`config.mk`:
```
export PLATFORM = sky130hd
export DESIGN_NAME = serial_rca_ctrl
export DESIGN_NICKNAME = d
export VERILOG_FILES = /design/src/rtl/serial_rca_ctrl.sv
export SDC_FILE = /design/constraint.sdc
export NUM_CORES = 1
export LEC_CHECK = 0
export BUFFER_PORTS_ARGS = -buffer_cell sky130_fd_sc_hd__buf_2
export CORE_ASPECT_RATIO = 0.8
export CORE_MARGIN = 1.5
export CORE_UTILIZATION = 56
export DETAILED_ROUTE_END_ITERATION = 8
export PLACE_DENSITY = 0.83
export SETUP_SLACK_MARGIN = 0.05
export SLEW_MARGIN = 30
export SYNTH_ARGS = -nofsm -noshare
export SYNTH_HDL_FRONTEND = slang
export SYNTH_SLANG_ARGS = --single-unit
```
`constraint.sdc`:
```
create_clock -name clk -period 3.4 [get_ports clk]
set_clock_uncertainty 0.1 [all_clocks]
set_input_delay 0.34 -clock clk [delete_from_list [all_inputs] [get_ports clk]]
set_output_delay 0.34 -clock clk [all_outputs]
set_load 0.02 [all_outputs]
```
`src/rtl/serial_rca_ctrl.sv`:
```
// Bit-serial adder controller: feeds an external 1-bit full adder LSB first and
// assembles the WIDTH-bit sum, final carry-out and signed overflow.
module serial_rca_ctrl #(
   parameter int WIDTH = 8
) (
   input  logic             clk,
   input  logic             rst_n,
   input  logic             start,
   input  logic [WIDTH-1:0] op_a,
   input  logic [WIDTH-1:0] op_b,
   input  logic             cin,
   output logic             busy,
   output logic             done,
   output logic [WIDTH-1:0] result,
   output logic             cout,
   output logic             ovf,
   output logic             fa_a,
   output logic             fa_b,
   output logic             fa_carry_in,
   input  logic             fa_sum,
   input  logic             fa_carry_out
);

   localparam int CW = (WIDTH > 1) ? $clog2(WIDTH) : 1;
   localparam logic [CW-1:0] LAST_BIT = CW'(WIDTH - 1);

   typedef enum logic [1:0] {
      IDLE = 2'd0,
      RUN  = 2'd1,
      DONE = 2'd2
   } state_t;

   state_t           state_reg,  state_next;
   logic [WIDTH-1:0] a_sh_reg,   a_sh_next;
   logic [WIDTH-1:0] b_sh_reg,   b_sh_next;
   logic [WIDTH-1:0] result_reg, result_next;
   logic             carry_reg,  carry_next;
   logic             cout_reg,   cout_next;
   logic             ovf_reg,    ovf_next;
   logic [CW-1:0]    cnt_reg,    cnt_next;

   logic [WIDTH-1:0] a_shift;
   logic [WIDTH-1:0] b_shift;
   logic [WIDTH-1:0] result_shift;

   // Operands drain toward bit 0; each new sum bit enters at the MSB so the
   // first (LSB) sum bit ends up in result[0] after WIDTH shifts.
   genvar gi;
   generate
      for (gi = 0; gi < WIDTH - 1; gi++) begin : g_shift
         assign a_shift[gi]      = a_sh_reg[gi+1];
         assign b_shift[gi]      = b_sh_reg[gi+1];
         assign result_shift[gi] = result_reg[gi+1];
      end
   endgenerate
   assign a_shift[WIDTH-1]      = 1'b0;
   assign b_shift[WIDTH-1]      = 1'b0;
   assign result_shift[WIDTH-1] = fa_sum;

   always_ff @(posedge clk or negedge rst_n) begin
      if (!rst_n) begin
         state_reg  <= IDLE;
         a_sh_reg   <= '0;
         b_sh_reg   <= '0;
         result_reg <= '0;
         carry_reg  <= 1'b0;
         cout_reg   <= 1'b0;
         ovf_reg    <= 1'b0;
         cnt_reg    <= '0;
      end else begin
         state_reg  <= state_next;
         a_sh_reg   <= a_sh_next;
         b_sh_reg   <= b_sh_next;
         result_reg <= result_next;
         carry_reg  <= carry_next;
         cout_reg   <= cout_next;
         ovf_reg    <= ovf_next;
         cnt_reg    <= cnt_next;
      end
   end

   always_comb begin
      state_next  = state_reg;
      a_sh_next   = a_sh_reg;
      b_sh_next   = b_sh_reg;
      result_next = result_reg;
      carry_next  = carry_reg;
      cout_next   = cout_reg;
      ovf_next    = ovf_reg;
      cnt_next    = cnt_reg;

      case (state_reg)
         IDLE: begin
            if (start) begin
               state_next  = RUN;
               a_sh_next   = op_a;
               b_sh_next   = op_b;
               carry_next  = cin;
               cnt_next    = '0;
               result_next = '0;
               cout_next   = 1'b0;
               ovf_next    = 1'b0;
            end
         end
         RUN: begin
            a_sh_next   = a_shift;
            b_sh_next   = b_shift;
            result_next = result_shift;
            carry_next  = fa_carry_out;
            if (cnt_reg == LAST_BIT) begin
               // carry_reg here is the carry into the MSB
               state_next = DONE;
               cout_next  = fa_carry_out;
               ovf_next   = carry_reg ^ fa_carry_out;
            end else begin
               cnt_next = cnt_reg + CW'(1);
            end
         end
         DONE: begin
            state_next = IDLE;
         end
         default: begin
            state_next = IDLE;
         end
      endcase
   end

   assign busy        = (state_reg == RUN);
   assign done        = (state_reg == DONE);
   assign result      = result_reg;
   assign cout        = cout_reg;
   assign ovf         = ovf_reg;
   assign fa_a        = busy & a_sh_reg[0];
   assign fa_b        = busy & b_sh_reg[0];
   assign fa_carry_in = busy & carry_reg;

endmodule

```
==> flow_summary_export.csv <==
group,metric,value,unit
timing,slew-limit-headroom,44.68,%
global_routing,grt_usage,21.08,%
route,drtIter0Drc,55,
timing,timing.fmax,0.4071,GHz
global_routing,grt_max_degree,33,
hold_path,hp-class,"input port to flip-flop",
setup_path,critical_path.max_fanout,31,
clocking,clock_path_buffers,2,
synthesis,synth-main-ff-cell,"dfrtp_1",
setup_path,criticalPathCategory,"flip-flop to output port",
floorplan,die_y,49.51,um
floorplan,chipWidth,61.13,um
pwr,p_leak,0.9182,nW
clocking,numCtsBuffers,5,
synthesis,yosys_warnings,0,
final_layout,diodes,0,
synthesis,syn-instance-count,133,
setup_path,crit_required,2.96,ns
synthesis,syn-num-nets,158,
placement,port_buffers,36,
timing,setup_violations,0,
clocking,clock_latency,0.33,ns
clocking,ctsHtreeMaxLevel,2,
setup_path,endpoint_kind,"output port",
clocking,postCtsResizedCells,0,
synthesis,synth_edf_count,0,
setup_path,start_kind,"flip-flop",
timing,setup_tns,0,ns
flow_run,drv_cap,0,
timing,worst_pin_slew,0.8280,ns
clocking,cts.sinks,32,
timing,period_needed,2.457,ns
route,routed_wl,2.625,mm
route,drtAntennaViolNets,0,
synthesis,syn_area,1514,um^2
floorplan,fp-row-count,16,
synthesis,async_flop_share,100.0,%
final_layout,final_layout_size_suffix_gt1_share,29.24,%
placement,placed_area,1680,um^2
timing,hold_violations,0,
clocking,cts-root-buf,"clkbuf_4",
global_routing,grt_pass1_wl,4.595,mm
placement,dpl_worst_slack,1.341,ns
timing,fin_crit_sh,72.25,%
setup_path,arrival,2.02,ns
floorplan,start_util,60.50,%
synthesis,ys_types,23,
pwr,powerDensity,859.4,nW/um^2
final_layout,syn_to_final_growth,16.28,%
floorplan,io_pins,37,
global_routing,antenna_found_initial,0,
status,outcome,"finished, final reports clean",
floorplan,coreArea,2502,um^2
final_layout,n_fill_cell,201,
timing,fin_hold_ws,0.1215,ns
route,drc,0,
clocking,cts_tree,"done",
placement,placedCellCount,198,
route,vias,1066,
route,viasPerCell,5.150,
clocking,cts.reportedPaths.clkPinSlew,0.10,ns
final_layout,post-route-util,70.35,%
final_layout,num-nets-final,195,
pwr,power,1.513,mW
placement,hpwlAfterDp,1.797,mm
global_routing,grt_pass1_vias,1050,
synthesis,ys_ff_latch,32,
route,wl_per_cell,12.68,um
synthesis,ys_seq_area_share,52.89,%
synthesis,synth.avg_cell_area,11.38,um^2
final_layout,fin_cells,207,
final_layout,layout_common_cells,"buf_2, dfrtp_1, nand2_1",
timing,setup_ws,0.9433,ns
pwr,peakVddDrop,0.4107,mV
floorplan,design.die.area,3026,um^2
final_layout,finalInstanceArea,1760,um^2
timing,rsz0062_at_grt,"false",
global_routing,grt_overflow,0,
route,first_pass_iters,4,
timing,slew_viol_final,0,
final_layout,layout_commonest_cell,"buf_2",
placement,globalplace.congestion,0.7323,
[worst paths after layout]
path / start / slack, ns / endpoint / depth (start not counted)
min: fa_sum / 0.12 / result[7]$_DFFE_PN0P_ / 2
max in group asynchronous: rst_n / 2.28 / b_sh_reg[5]$_DFFE_PN0P_ / 2
max reg2reg: state_reg[0]$_DFFE_PN0P_ / 1.47 / b_sh_reg[3]$_DFFE_PN0P_ / 3
max: state_reg[0]$_DFFE_PN0P_ / 0.94 / fa_b / 3
min reg2reg: a_sh_reg[0]$_DFFE_PN0P_ / 0.39 / a_sh_reg[0]$_DFFE_PN0P_ / 2
min in group asynchronous: rst_n / 0.47 / result[2]$_DFFE_PN0P_ / 2
[area by class of cell]
type / count / area (um^2) / area share, %
clock buffers: 7 / 55.05 / 3.127
clock inverters: 1 / 7.507 / 0.4264
inverters: 5 / 18.77 / 1.066
multi-input cells: 88 / 635.6 / 36.11
flip-flops and latches: 32 / 800.8 / 45.49
well taps: 36 / 45.04 / 2.559
repair buffers: 38 / 197.7 / 11.23
[routing by layer]
metal | vias up | part of all wire (%) | track usage [%]
li1 | 534 | - | -
met1 | 498 | 48 | 26.32
met2 | 32 | 46 | 31.74
met3 | 2 | 5.5 | 8.661
met4 | 0 | 0.80 | 9.058
met5 | - | 0 | 0
[cell usage after synthesis, types with 4 or more instances]
cell     count  area share, %
o21ai_0     14            4.6
nor2b_1      5            2.1
a22o_1      10            5.8
nand2_1     18            4.5
mux2i_1     16             11
and2_1       4            1.7
dfrtp_1     32             53
inv_1        5            1.2
[logic make-up after synthesis]
logic type      Yosys count  synth area share, %
mux                      17                11.32
fa+ha+maj                 3                2.480
simple gates             32                10.83
xor+xnor                  1               0.5786
flops                    32                52.89
compound gates           35                16.28
buf+inv                  13                5.620
[repair_timing]
| action | CTS | global route |
|---|---|---|
| hold buffers | 1 | 0 |
| buffers inserted | 0 | 0 |
| hold endpoints to repair | 32 | 0 |
[worst max-delay path, stage by stage (launching register included)]
cell	delay [ns]
dfrtp_1	0.54
nor2b_4	0.76
and2_1	0.22
buf_2	0.16
[where the power goes]
part | leakage (nW) | switching (mW) | internal [mW]
registers | 0.408 | 0.114 | 0.540
logic | 0.479 | 0.346 | 0.280
clock network | 0.0315 | 0.132 | 0.101
total | 0.918 | 0.592 | 0.921
Power figures use the tool's default switching activity.
